[config.mk]
export PLATFORM = sky130hd
export DESIGN_NAME = vote_session_ctrl_flat
export DESIGN_NICKNAME = d
export VERILOG_FILES = /design/src/rtl/vote_pkg.sv /design/src/rtl/vote_session_ctrl_if.sv /design/src/rtl/sat_counter.sv /design/src/rtl/vote_session_ctrl.sv /design/src/flat_wrapper.sv
export SDC_FILE = /design/constraint.sdc
export NUM_CORES = 1
export LEC_CHECK = 0
export ABC_AREA = 1
export BUFFER_PORTS_ARGS = -buffer_cell sky130_fd_sc_hd__buf_2
export CORE_MARGIN = 2
export CORE_UTILIZATION = 30
export DETAILED_ROUTE_END_ITERATION = 10
export PLACE_DENSITY = 0.57
export SLEW_MARGIN = 40
export SYNTH_ARGS = -nofsm -noshare
export SYNTH_HDL_FRONTEND = slang
export SYNTH_SLANG_ARGS = --single-unit
export TNS_END_PERCENT = 5
[constraint.sdc]
create_clock -name clk -period 2.84 [get_ports clk]
set_clock_uncertainty 0.2 [all_clocks]
set_input_delay 0.568 -clock clk [delete_from_list [all_inputs] [get_ports clk]]
set_output_delay 0.568 -clock clk [all_outputs]
set_load 0.005 [all_outputs]
[src/rtl/vote_pkg.sv]
// Shared types and defaults for the ballot sequencer: FSM state encoding,
// candidate count, default timing parameters and the button-to-index helper.
package vote_pkg;

  localparam int NUM_CAND        = 4;
  localparam int IDX_W           = $clog2(NUM_CAND);
  localparam int DEF_HOLD_CYCLES = 3;
  localparam int DEF_LOCK_CYCLES = 10;
  localparam int DEF_CNT_W       = 8;

  typedef enum logic [2:0] {
    IDLE    = 3'd0,
    ARMED   = 3'd1,
    HOLD    = 3'd2,
    CAST    = 3'd3,
    LOCKOUT = 3'd4,
    RELEASE = 3'd5
  } vote_state_t;

  // Callers only pass a vector already known to have exactly one bit set.
  function automatic logic [IDX_W-1:0] onehot_to_idx(input logic [NUM_CAND-1:0] oh);
    logic [IDX_W-1:0] idx;
    idx = '0;
    for (int i = 0; i < NUM_CAND; i++) begin
      if (oh[i]) idx = IDX_W'(i);
    end
    return idx;
  endfunction

endpackage

[src/rtl/vote_session_ctrl_if.sv]
// Ballot panel bus: official controls and candidate buttons in, vote status and tallies out.
// With VOTE_TIMEOUT_EN defined the bus also carries timeout_pulse.
interface vote_session_ctrl_if
  import vote_pkg::*;
#(
  parameter int CNT_W = DEF_CNT_W
);

  logic             mode;
  logic             ballot_en;
  logic             cand1_button_press;
  logic             cand2_button_press;
  logic             cand3_button_press;
  logic             cand4_button_press;
  logic             valid_vote_casted;
  logic             ready;
  logic             multi_press_err;
  logic [CNT_W-1:0] cand1_vote;
  logic [CNT_W-1:0] cand2_vote;
  logic [CNT_W-1:0] cand3_vote;
  logic [CNT_W-1:0] cand4_vote;
`ifdef VOTE_TIMEOUT_EN
  logic             timeout_pulse;
`endif

  modport master (
    output mode, ballot_en,
    output cand1_button_press, cand2_button_press, cand3_button_press, cand4_button_press,
    input  valid_vote_casted, ready, multi_press_err,
    input  cand1_vote, cand2_vote, cand3_vote, cand4_vote
`ifdef VOTE_TIMEOUT_EN
    , input timeout_pulse
`endif
  );

  modport slave (
    input  mode, ballot_en,
    input  cand1_button_press, cand2_button_press, cand3_button_press, cand4_button_press,
    output valid_vote_casted, ready, multi_press_err,
    output cand1_vote, cand2_vote, cand3_vote, cand4_vote
`ifdef VOTE_TIMEOUT_EN
    , output timeout_pulse
`endif
  );

endinterface

[src/rtl/sat_counter.sv]
// Increment-enable tally counter that sticks at all-ones instead of wrapping.
module sat_counter #(
  parameter int CNT_W = 8
) (
  input  logic             clk,
  input  logic             reset,
  input  logic             inc_en,
  output logic [CNT_W-1:0] count
);

  // Reset wins over a coincident increment, so a ballot cut off by reset is never counted.
  always_ff @(posedge clk) begin
    if (reset) begin
      count <= '0;
    end else if (inc_en && (count != {CNT_W{1'b1}})) begin
      count <= count + 1'b1;
    end
  end

endmodule

[src/rtl/vote_session_ctrl.sv]
// Per-ballot sequencer: arms on ballot_en, qualifies one held button, casts one vote, then locks out.
// Defining VOTE_TIMEOUT_EN adds an ARMED idle timeout and the timeout_pulse output.
module vote_session_ctrl
  import vote_pkg::*;
#(
  parameter int HOLD_CYCLES = DEF_HOLD_CYCLES,
  parameter int LOCK_CYCLES = DEF_LOCK_CYCLES,
  parameter int CNT_W       = DEF_CNT_W
`ifdef VOTE_TIMEOUT_EN
  , parameter int TIMEOUT_CYCLES = 1000
`endif
) (
  input logic                clk,
  input logic                reset,
  vote_session_ctrl_if.slave bus
);

  localparam int HW = $clog2(HOLD_CYCLES + 1);
  localparam int LW = $clog2(LOCK_CYCLES + 1);
`ifdef VOTE_TIMEOUT_EN
  localparam int TW = $clog2(TIMEOUT_CYCLES + 1);
`endif

  vote_state_t         state;
  logic [IDX_W-1:0]    cand_idx;
  logic [HW-1:0]       hold_cnt;
  logic [LW-1:0]       lock_cnt;
  logic                valid_q;
  logic                ready_q;
  logic                err_q;
  logic [NUM_CAND-1:0] btn;
  logic [NUM_CAND-1:0] lat_mask;
  logic                single_press;
  logic                multi_press;
  logic [CNT_W-1:0]    tally [NUM_CAND];
`ifdef VOTE_TIMEOUT_EN
  logic [TW-1:0]       idle_cnt;
  logic                timeout_q;
`endif

  assign btn = {bus.cand4_button_press, bus.cand3_button_press,
                bus.cand2_button_press, bus.cand1_button_press};
  assign lat_mask     = {{(NUM_CAND-1){1'b0}}, 1'b1} << cand_idx;
  assign single_press = $onehot(btn);
  assign multi_press  = (btn != '0) && !single_press;

  // Sequencer; ready is registered alongside each transition so it tracks ARMED/HOLD exactly.
  always_ff @(posedge clk) begin
    if (reset) begin
      state    <= IDLE;
      cand_idx <= '0;
      hold_cnt <= '0;
      lock_cnt <= '0;
      valid_q  <= 1'b0;
      ready_q  <= 1'b0;
      err_q    <= 1'b0;
`ifdef VOTE_TIMEOUT_EN
      idle_cnt  <= '0;
      timeout_q <= 1'b0;
`endif
    end else begin
      valid_q <= 1'b0;
      err_q   <= 1'b0;
`ifdef VOTE_TIMEOUT_EN
      timeout_q <= 1'b0;
`endif
      case (state)
        IDLE: begin
          if (!bus.mode && bus.ballot_en) begin
            state   <= ARMED;
            ready_q <= 1'b1;
`ifdef VOTE_TIMEOUT_EN
            idle_cnt <= '0;
`endif
          end
        end
        ARMED: begin
          if (bus.mode) begin
            state   <= IDLE;
            ready_q <= 1'b0;
          end else if (single_press) begin
            state    <= HOLD;
            cand_idx <= onehot_to_idx(btn);
            hold_cnt <= HW'(1);
          end else if (multi_press) begin
            err_q <= 1'b1;
`ifdef VOTE_TIMEOUT_EN
            idle_cnt <= '0;
          end else if (idle_cnt == TW'(TIMEOUT_CYCLES - 1)) begin
            state     <= IDLE;
            ready_q   <= 1'b0;
            timeout_q <= 1'b1;
            idle_cnt  <= '0;
          end else begin
            idle_cnt <= idle_cnt + 1'b1;
`endif
          end
        end
        HOLD: begin
          if (bus.mode) begin
            state    <= IDLE;
            ready_q  <= 1'b0;
            hold_cnt <= '0;
          end else if (btn == lat_mask) begin
            hold_cnt <= hold_cnt + 1'b1;
            if (hold_cnt == HW'(HOLD_CYCLES - 1)) begin
              state   <= CAST;
              ready_q <= 1'b0;
              valid_q <= 1'b1;
            end
          end else begin
            state    <= ARMED;
            hold_cnt <= '0;
`ifdef VOTE_TIMEOUT_EN
            idle_cnt <= '0;
`endif
          end
        end
        CAST: begin
          state    <= LOCKOUT;
          hold_cnt <= '0;
          lock_cnt <= '0;
        end
        LOCKOUT: begin
          if (lock_cnt == LW'(LOCK_CYCLES - 1)) begin
            state    <= RELEASE;
            lock_cnt <= '0;
          end else begin
            lock_cnt <= lock_cnt + 1'b1;
          end
        end
        RELEASE: begin
          if (btn == '0) state <= IDLE;
        end
        default: begin
          state   <= IDLE;
          ready_q <= 1'b0;
        end
      endcase
    end
  end

  // The tally steps on the edge that leaves CAST.
  for (genvar i = 0; i < NUM_CAND; i++) begin : g_tally
    sat_counter #(
      .CNT_W(CNT_W)
    ) u_cnt (
      .clk   (clk),
      .reset (reset),
      .inc_en((state == CAST) && (cand_idx == IDX_W'(i))),
      .count (tally[i])
    );
  end

  assign bus.valid_vote_casted = valid_q;
  assign bus.ready             = ready_q;
  assign bus.multi_press_err   = err_q;
  assign bus.cand1_vote        = tally[0];
  assign bus.cand2_vote        = tally[1];
  assign bus.cand3_vote        = tally[2];
  assign bus.cand4_vote        = tally[3];
`ifdef VOTE_TIMEOUT_EN
  assign bus.timeout_pulse     = timeout_q;
`endif

endmodule
[src/flat_wrapper.sv]
// flat-port wrapper written by rule: the top's interface ports become plain ports
module vote_session_ctrl_flat import vote_pkg::*;
#(
  parameter int HOLD_CYCLES = DEF_HOLD_CYCLES,
  parameter int LOCK_CYCLES = DEF_LOCK_CYCLES,
  parameter int CNT_W       = DEF_CNT_W

)
  (clk, reset, bus_mode, bus_ballot_en, bus_cand1_button_press, bus_cand2_button_press, bus_cand3_button_press, bus_cand4_button_press, bus_valid_vote_casted, bus_ready, bus_multi_press_err, bus_cand1_vote, bus_cand2_vote, bus_cand3_vote, bus_cand4_vote);
  vote_session_ctrl_if #(.CNT_W(CNT_W)) bus_i ();
  input logic clk;
  input logic reset;
  input wire logic [$bits(bus_i.mode)-1:0] bus_mode;
  input wire logic [$bits(bus_i.ballot_en)-1:0] bus_ballot_en;
  input wire logic [$bits(bus_i.cand1_button_press)-1:0] bus_cand1_button_press;
  input wire logic [$bits(bus_i.cand2_button_press)-1:0] bus_cand2_button_press;
  input wire logic [$bits(bus_i.cand3_button_press)-1:0] bus_cand3_button_press;
  input wire logic [$bits(bus_i.cand4_button_press)-1:0] bus_cand4_button_press;
  output wire logic [$bits(bus_i.valid_vote_casted)-1:0] bus_valid_vote_casted;
  output wire logic [$bits(bus_i.ready)-1:0] bus_ready;
  output wire logic [$bits(bus_i.multi_press_err)-1:0] bus_multi_press_err;
  output wire logic [$bits(bus_i.cand1_vote)-1:0] bus_cand1_vote;
  output wire logic [$bits(bus_i.cand2_vote)-1:0] bus_cand2_vote;
  output wire logic [$bits(bus_i.cand3_vote)-1:0] bus_cand3_vote;
  output wire logic [$bits(bus_i.cand4_vote)-1:0] bus_cand4_vote;
  assign bus_i.mode = bus_mode;
  assign bus_i.ballot_en = bus_ballot_en;
  assign bus_i.cand1_button_press = bus_cand1_button_press;
  assign bus_i.cand2_button_press = bus_cand2_button_press;
  assign bus_i.cand3_button_press = bus_cand3_button_press;
  assign bus_i.cand4_button_press = bus_cand4_button_press;
  assign bus_valid_vote_casted = bus_i.valid_vote_casted;
  assign bus_ready = bus_i.ready;
  assign bus_multi_press_err = bus_i.multi_press_err;
  assign bus_cand1_vote = bus_i.cand1_vote;
  assign bus_cand2_vote = bus_i.cand2_vote;
  assign bus_cand3_vote = bus_i.cand3_vote;
  assign bus_cand4_vote = bus_i.cand4_vote;
  vote_session_ctrl #(.HOLD_CYCLES(HOLD_CYCLES), .LOCK_CYCLES(LOCK_CYCLES), .CNT_W(CNT_W)) u_core (.clk(clk), .reset(reset), .bus(bus_i));
endmodule
Yosys cells after proc, flatten, opt, wreduce, memory -nomap -nowiden
Cells that the tools add are included.
{ "word_totals": {"register_bits": 46, "input_bits": 8, "out_inout_bits": 35, "wordCells": 104} }
{ "op_classes": {"addsub": 9, "n_eq_ne": 26, "n_shift": 1, "n_mux": 27, "n_bitwise": 5, "reduce_logical": 25} }
{ "ops": {"columns": ["operator", "n"], "rows": [
  ["$add A8 B1 Y8 const B", 4],
  ["$ne A8 B8 Y1 const B", 4],
  ["$mux W3", 8],
  ["$pmux W3 S6", 1],
  ["$mux W2", 6],
  ["$logic_and A1 B1 Y1", 10],
  ["$reduce_and A5 Y1", 2],
  ["$ne A3 B2 Y1 const B", 3],
  ["$mux W1", 8],
  ["$ne A2 B1 Y1 const B", 4],
  ["$pmux W4 S2", 1],
  ["$reduce_or A4 Y1", 2],
  ["$eq A2 B2 Y1 const B", 3],
  ["$eq A3 B1 Y1 const B", 2],
  ["$eq A3 B2 Y1 const B", 2],
  ["$eq A3 B3 Y1 const B", 2],
  ["$pmux W2 S3", 1],
  ["$reduce_and A3 Y1", 2],
  ["$not A1 Y1", 5],
  ["$add A1 B1 Y2", 2],
  ["$add A4 B1 Y4 const B", 1],
  ["$eq A4 B4 Y1", 1],
  ["$eq A4 B4 Y1 const B", 1],
  ["$logic_not A4 Y1", 1],
  ["other kinds (15)", 17]
]} }

Depth between registers and ports, before layout
Gate-level depths: netlist of run 1.
{ "logic_depth": {"word_depth": 6, "ltp_mapped": 10, "mapped_depth_nobuf": 10} }

Hierarchy
Synthesis of run 1 repeated with hierarchy kept, for this count alone.
{ "unflattened": {"hier_cells": 458, "area_unflattened_um2": 2879.0} }
{ "by_module_without_submodules": {"columns": ["mod", "instances", "cells_per_inst", "area_per_inst_um2", "seq_area_each_um2"], "rows": [
  ["sat_counter", 4, 77, 484.2, 160.2],
  ["vote_session_ctrl", 1, 150, 942.2, 280.3]
]} }

Least setup slack after synthesis of run 1
No wires, ideal clock.
{ "synth_timing": {"path_type": "input-to-reg", "startpoint": "input port bus_cand2_button_press", "endpoint": "register u_core.state[1]", "setup_ns": 0.111, "arrival_time_ns": 2.241, "required_ns": 2.529, "slack_ns": 0.287, "cell_stages": 10, "path_buffers": 0, "cell_sequence": "inv_1 > ha_1 > ha_1 > fa_1 > nor3b_1 > nor2_1 > nor2_2 > nand2_1 > nor2_1 > nor2_1"} }
{ "synth_via": {"elab_chain_cells": 5, "elab_cells_between_ends": 12, "classes_between": "add/sub (2); eq/ne (5); mux (3); reduce/logical (2)"} }
{ "synth_rtl": {"columns": ["element", "line", "source"], "rows": [
  ["from (decl)", "flat_wrapper.sv:16", "input wire logic [$bits(bus_i.cand2_button_press)-1:0] bus_cand2_button_press;"],
  ["$add A1 B1 Y2 (implied by the code)", "vote_session_ctrl.sv:44", "assign single_press = $onehot(btn);"],
  ["$add A3 B3 Y3 (implied by the code)", "vote_session_ctrl.sv:44", null],
  ["$eq A3 B1 Y1", "vote_session_ctrl.sv:44", null],
  ["$ne A3 B2 Y1 (no source line)", null, null],
  ["$reduce_and A5 Y1 (no source line)", null, null],
  ["to (signal assigned)", "vote_session_ctrl.sv:50", "state <= IDLE;"],
  ["to (signal assigned)", "vote_session_ctrl.sv:70", "state <= ARMED;"],
  ["to (signal assigned)", "vote_session_ctrl.sv:79", "state <= IDLE;"],
  ["to (decl)", "vote_session_ctrl.sv:24", "vote_state_t state;"]
]} }
Parallel ways exist; a longest one is shown, timed or not.
A chain may end at the register's enable or synchronous reset.

Worst setup path after layout of run 1
{ "layout_timing": {"startpoint": "input port bus_cand2_button_press", "endpoint": "register u_core.hold_cnt[0]"} }
{ "layout_via": {"elab_chain_cells": 5, "elab_cells_between_ends": 9, "classes_between": "add/sub (2); eq/ne (3); mux (3); reduce/logical (1)"} }
{ "layout_rtl": {"columns": ["element", "line", "source"], "rows": [
  ["$add A1 B1 Y2 (implied by the code)", "vote_session_ctrl.sv:44", null],
  ["$add A3 B3 Y3 (implied by the code)", "vote_session_ctrl.sv:44", null],
  ["$eq A3 B1 Y1", "vote_session_ctrl.sv:44", null],
  ["$ne A2 B1 Y1 (no source line)", null, null],
  ["$reduce_and A3 Y1 (no source line)", null, null],
  ["to (signal assigned)", "vote_session_ctrl.sv:105", "hold_cnt <= hold_cnt + 1'b1;"],
  ["to (decl)", "vote_session_ctrl.sv:26", "logic [HW-1:0] hold_cnt;"]
]} }
Parallel ways exist; a longest one is shown, timed or not.

==> results of run 1 <==
==> final cells by class <==
class	instances	area share
flip-flops and latches	46	0.315
inverters	35	0.0454
clock inverters	2	0.00428
multi-input cells	271	0.485
repair buffers	44	0.0770
well taps	105	0.0449
clock buffers	6	0.0282
==> logic make-up after synthesis <==
family,count (synthesis),synth area share
adder cells (fa/ha/maj),13,0.0676
XOR/XNOR,20,0.0696
flip-flops,46,0.366
AO/OA/AOI/OAI,56,0.116
AND/OR/NAND/NOR,182,0.311
buffers and inverters,42,0.0701
==> worst register-to-register path: stages (launching register included) <==
cell,delay [ns]
dfxtp_1,0.40
ha_1,0.25
nand3_1,0.09
nor2_1,0.16
nand3_1,0.09
nand2_1,0.27
inv_1,0.19
nand2_1,0.11
a21oi_1,0.06
==> worst max path at each step <==
stage                                 endpoint  slack [ns]  cells after the start
5_1_grt        u_core.hold_cnt[0]$_SDFFE_PP0P_        0.25                     11
3_5_place_dp   u_core.hold_cnt[1]$_SDFFE_PP0P_        0.05                     11
3_3_place_gp      u_core.state[1]$_SDFFE_PP0P_        0.11                     12
2_1_floorplan     u_core.state[1]$_SDFFE_PP0P_        0.29                     10
6_report       u_core.hold_cnt[0]$_SDFFE_PP0P_        0.38                     11
4_1_cts        u_core.hold_cnt[1]$_SDFFE_PP0P_        0.38                     11
==> power breakdown <==
group | total, mW | leakage [nW] | switching (mW) | internal (mW)
sequential | 0.751 | 0.372 | 0.0550 | 0.696
clock | 0.428 | 0.0472 | 0.232 | 0.196
combinational | 0.374 | 0.920 | 0.234 | 0.139
total | 1.55 | 1.34 | 0.521 | 1.03
==> layer usage <==
layer,track usage,part of all wire,vias to the layer above
met5,0,0,-
met4,0.0262,0.0043,0
met3,0.0348,0.044,2
met2,0.211,0.45,48
met1,0.171,0.50,1059
li1,-,-,1249
==> sequential cells by signal, summed over array words and instances (netlist names) <==
| name | cells |
|---|---|
| u_core.g_tally.u_cnt.count | 32 |
| u_core.hold_cnt | 2 |
| u_core.bus.ready | 1 |
| u_core.state | 3 |
| u_core.bus.multi_press_err | 1 |
| u_core.bus.valid_vote_casted | 1 |
| u_core.cand_idx | 2 |
| u_core.lock_cnt | 4 |
==> metrics by stage <==
step	hold slack, ns	utilization
6_report	0.307	0.358
5_1_grt	0.323	0.358
4_1_cts	0.302	0.358
3_5_place_dp	0.273	0.346
3_3_place_gp	0.278	0.346
2_1_floorplan	0.263	-
==> cell usage after synthesis <==
master    instances  area share
nor3_1            8       0.016
fa_1              1      0.0080
buf_6             2      0.0090
nand4_1           6       0.015
and2_1            1      0.0025
o21ai_2           2      0.0070
clkinv_2          1      0.0020
nor3b_1           1      0.0030
nand2_2           3      0.0075
nand3_1          27       0.054
a21oi_1          35       0.070
buf_2             2      0.0040
nor2_2            2      0.0050
nor2_4            1      0.0045
inv_1            32       0.048
dfxtp_1          46        0.37
inv_2             2      0.0030
xor2_1           11       0.038
a211oi_1          1      0.0030
nor2_1           34       0.051
ha_1             12       0.060
o21ai_1           2      0.0040
and3_1            1      0.0025
nand3b_1          3      0.0090
nand2_1          95        0.14
clkbuf_1          3      0.0045
o22ai_1           1      0.0025
o21ai_0          15       0.030
xnor2_1           9       0.031
==> results.toml, run 1 <==
[status]
run_status = "complete, no violations"

[floorplanning]
die_h_um = 95.6
floorplan.initialDensity = 0.308
die-area_mm2 = 0.00914
placementRows = 33
chipWidth_um = 95.6
io-pin-count = 43
placeableCoreArea_mm2 = 0.00818

[global_route]
grt_pass1_wl_um = 9430
grt_antenna_before_repair = 0
gr-total-overflow = 0
grt_start_max_net_pins = 27
grt_util_all_layers = 0.129
first_global_vias = 2035

[setup_path]
maximum_cell_stage_delay_along_the_critical_path_ns = 0.44
timing.critical_path.arrival_ns = 2.48
critical_path_cell_by_cell = "buf_2 -> inv_1 -> ha_1 -> ha_1 -> fa_1 -> nor3b_1 -> buf_4 -> nor2_1 -> a21oi_1 -> o21ai_0 -> a21oi_1"
crit_path_start_kind = "input pin"
path_delay_family = "adder cells"
start_to_end_type_of_the_worst_setup_path = "input pin to flip-flop"
cp_slowest_cell = "fa_1"
worst-r2r-cell-count = 8
crit-reg2reg-launch = "u_core.g_tally[2].u_cnt.count[1]$_SDFFE_PP0P_"
worst_setup_path_end_kind = "flip-flop"
worstReg2RegEnd = "u_core.g_tally[2].u_cnt.count[5]$_SDFFE_PP0P_"
path_buf_inv = 3
regToRegSetupSlack_ns = 0.91
cp_data_required_time_ns = 2.87
crit_start = "bus_cand2_button_press"
cp_max_fo = 3

[yosys]
gate_count_post_synth = 359
syn-mean-instance-area_um2 = 7.01
yosysSeqAreaShare = 0.366
netlist_area_before_placement_mm2 = 0.00252
synthesis.yosys.warnings = 0
synth.ff_latch_count = 46
ys_types = 29
postSynthNetCount = 380

[placed_design]
placedCellCount = 501
placement.setup.worst_slack_ns = 0.0530
hpwl_um = 4200
buffer_ports.inserted = 42
place.gp.congestion = 0.832
postPlaceCellArea_mm2 = 0.00283

[min_path]
hold-path-cell-count = 2
hold_path_end = "u_core.lock_cnt[3]$_SDFFE_PP0P_"
min-delay-path-class = "flip-flop to flip-flop"
hold_start = "u_core.lock_cnt[3]$_SDFFE_PP0P_"

[clocking]
cts_setup_buffers = 0
ctsResizeCount = 0
cts-buffers-inserted = 5
clk-insertion-delay-late_ns = 0.29
tritoncts = "built"
count_of_clock_tree_sinks = 46
post_cts_hold_buffer_count = 0
h-tree-depth = 2
clk_root_buffer_cell = "clkbuf_8"
cts-root-to-sink-buffers = 2
register_clock_pin_slew_on_the_reported_worst_setup_and_hold_paths_ns = 0.09

[drt]
detail_route.drc_violations = 0
wl_per_cell_um = 11.3
detailroute.via_count = 2358
drt_first_iter_violations = 98
detailedRoute.firstPassIterationCount = 4
vias_per_cell = 4.63
postRouteWirelength_um = 5760
route.antenna.remaining_nets = 0

[sta]
slew_violations = 0
timing_hold_violations_final = 0
final_period_minus_worst_setup_slack_ns = 2.46
timing.fmax_ghz = 0.407
max_slew_margin = 0.478
grt_setup_unrepaired = "no"
setup_ws_ns = 0.385
timing.setup.tns_ns = 0
setup_violations = 0
fin_crit_sh = 0.864
max_slew.worst_pin.slew_ns = 0.782

[layout]
num-nets-final = 424
multi_input_area_mm2 = 0.00142
final_layout_size_suffix_gt1_frac = 0.156
layout.area.seq_um2 = 921
area_growth_pct = 16.2
mostFrequentLayoutCells = "nand2_1 (95), dfxtp_1 (46), buf_2 (42)"
postLayoutCellArea_mm2 = 0.00292
layout.filler_cells = 908
layout.cells.most_common = "nand2_1"
final_cell_count_no_fill = 509
n_antenna_cell = 0

[power]
max-vdd-ir-drop_mv = 0.205
power_density_relative_to_cell_area_mw_per_mm2 = 531
report.power.total_mw = 1.55
leakagePower_nw = 1.34

[flow_run]
max-cap-violations = 0
Note: power is estimated with default switching activity, not from simulation.
==> run 2, diff against run 1 <==
- CORE_UTILIZATION: 30 -> 42
- PLACE_DENSITY: 0.57 -> 0.72
- REMOVE_ABC_BUFFERS: unset -> 1
==> results.toml, run 2 (synthesis gave the netlist of run 1 again) <==
[floorplanning]
io-pin-count = 43
placeableCoreArea_mm2 = 0.00585
die-area_mm2 = 0.00663
chipWidth_um = 81.4
floorplan.initialDensity = 0.430
placementRows = 28
die_h_um = 81.4

[layout]
mostFrequentLayoutCells = "nand2_1 (95), dfxtp_1 (46), buf_2 (42)"
largest_reg_flops = 32
layout_top_registers = "u_core.g_tally.u_cnt.count (32), u_core.lock_cnt (4), u_core.state (3)"
layout.area.seq_um2 = 921
n_antenna_cell = 0
largest-register = "u_core.g_tally.u_cnt.count"
multi_input_area_mm2 = 0.00142
num-nets-final = 425
final_cell_count_no_fill = 480
final_layout_size_suffix_gt1_frac = 0.156
postLayoutCellArea_mm2 = 0.00289
layout.cells.most_common = "nand2_1"
area_growth_pct = 14.9
layout.filler_cells = 585

[drt]
postRouteWirelength_um = 5320
wl_per_cell_um = 11.1
detail_route.drc_violations = 0
detailroute.via_count = 2375
vias_per_cell = 4.95
route.antenna.remaining_nets = 0
detailedRoute.firstPassIterationCount = 4
drt_first_iter_violations = 154

[setup_path]
cp_data_required_time_ns = 2.87
start_to_end_type_of_the_worst_setup_path = "input pin to flip-flop"
cp_max_fo = 3
regToRegSetupSlack_ns = 0.90
worst-r2r-cell-count = 8
crit_path_start_kind = "input pin"
timing.critical_path.arrival_ns = 2.53
crit-reg2reg-launch = "u_core.g_tally[2].u_cnt.count[1]$_SDFFE_PP0P_"
worst_setup_path_end_kind = "flip-flop"
worstReg2RegEnd = "u_core.g_tally[2].u_cnt.count[5]$_SDFFE_PP0P_"

[status]
run_status = "complete, no violations"

[clocking]
count_of_clock_tree_sinks = 46
cts-buffers-inserted = 5
clk-insertion-delay-late_ns = 0.29
tritoncts = "built"
cts_setup_buffers = 0
register_clock_pin_slew_on_the_reported_worst_setup_and_hold_paths_ns = 0.08
cts-root-to-sink-buffers = 2
post_cts_hold_buffer_count = 0
ctsResizeCount = 0
h-tree-depth = 2
clk_root_buffer_cell = "clkbuf_8"

[sta]
final_period_minus_worst_setup_slack_ns = 2.51
max_slew_margin = 0.476
timing.setup.tns_ns = 0
grt_setup_unrepaired = "no"
slew_violations = 0
setup_violations = 0
timing.fmax_ghz = 0.399
fin_crit_sh = 0.883
timing_hold_violations_final = 0
max_slew.worst_pin.slew_ns = 0.784

[placed_design]
buffer_ports.inserted = 42
postPlaceCellArea_mm2 = 0.00280
placedCellCount = 472
hpwl_um = 3870
place.gp.congestion = 0.865

[global_route]
first_global_vias = 2064
grt_antenna_before_repair = 0
grt_util_all_layers = 0.170
gr-total-overflow = 0
grt_pass1_wl_um = 8890
grt_start_max_net_pins = 27

[min_path]
min-delay-path-class = "flip-flop to flip-flop"
hold_path_end = "u_core.bus.ready$_SDFFE_PP0P_"
hold-path-cell-count = 2
hold_start = "u_core.bus.ready$_SDFFE_PP0P_"

[flow_run]
max-cap-violations = 0

[power]
leakagePower_nw = 1.34
power_density_relative_to_cell_area_mw_per_mm2 = 531
max-vdd-ir-drop_mv = 0.378
-- run 2: per-stage QoR --
step / power (mW) / util / worst slack [ns] / hold WS (ns)
final: 1.53 / 0.494 / 0.332 / 0.284
after global routing: 1.64 / 0.494 / 0.173 / 0.339
after CTS: 1.55 / 0.494 / 0.331 / 0.296
after detailed placement: 1.13 / 0.478 / 0.0302 / 0.272
after global placement: 1.12 / 0.478 / 0.123 / 0.263
after floorplan: 1.03 / - / 0.283 / 0.263
-- run 2: how the worst max path moves through the flow --
stage | from | end | slack [ns] | depth (start not counted)
floorplan | bus_cand2_button_press | u_core.state[0]$_SDFFE_PP0P_ | 0.28 | 10
global placement | bus_cand2_button_press | u_core.state[0]$_SDFFE_PP0P_ | 0.12 | 12
detailed placement | bus_cand2_button_press | u_core.hold_cnt[0]$_SDFFE_PP0P_ | 0.03 | 11
CTS | bus_cand4_button_press | u_core.hold_cnt[0]$_SDFFE_PP0P_ | 0.33 | 11
global route | bus_cand4_button_press | u_core.hold_cnt[0]$_SDFFE_PP0P_ | 0.17 | 11
finish | bus_cand4_button_press | u_core.hold_cnt[0]$_SDFFE_PP0P_ | 0.33 | 11
-- run 2: cell type report --
cell class / count / area share
well taps: 75 / 0.0325
inverters: 35 / 0.0459
repair buffers: 45 / 0.0805
multi-input cells: 271 / 0.491
clock buffers: 7 / 0.0299
clock inverters: 1 / 0.00173
flip-flops and latches: 46 / 0.319
-- run 2: power by group --
group / switching [mW] / internal [mW] / leakage (nW)
registers: 0.0514 / 0.695 / 0.372
clock network: 0.218 / 0.197 / 0.0482
logic: 0.233 / 0.140 / 0.924
-- run 2: metal layers --
| layer | GRT usage | vias to the layer above | part of all wire |
|---|---|---|---|
| met1 | 0.239 | 1067 | 0.50 |
| met3 | 0.0333 | 5 | 0.040 |
| met2 | 0.257 | 48 | 0.44 |
| met5 | 0 | - | 0 |
| met4 | 0.0593 | 0 | 0.014 |
| li1 | - | 1255 | - |
-- run 2: worst max-delay path, cell delays in order --
cell	delay (ns)
buf_2	0.11
inv_1	0.07
ha_1	0.29
ha_1	0.19
fa_1	0.44
nor3b_1	0.21
buf_4	0.15
nor2_1	0.04
a21oi_1	0.19
o21ai_0	0.11
a21oi_1	0.16
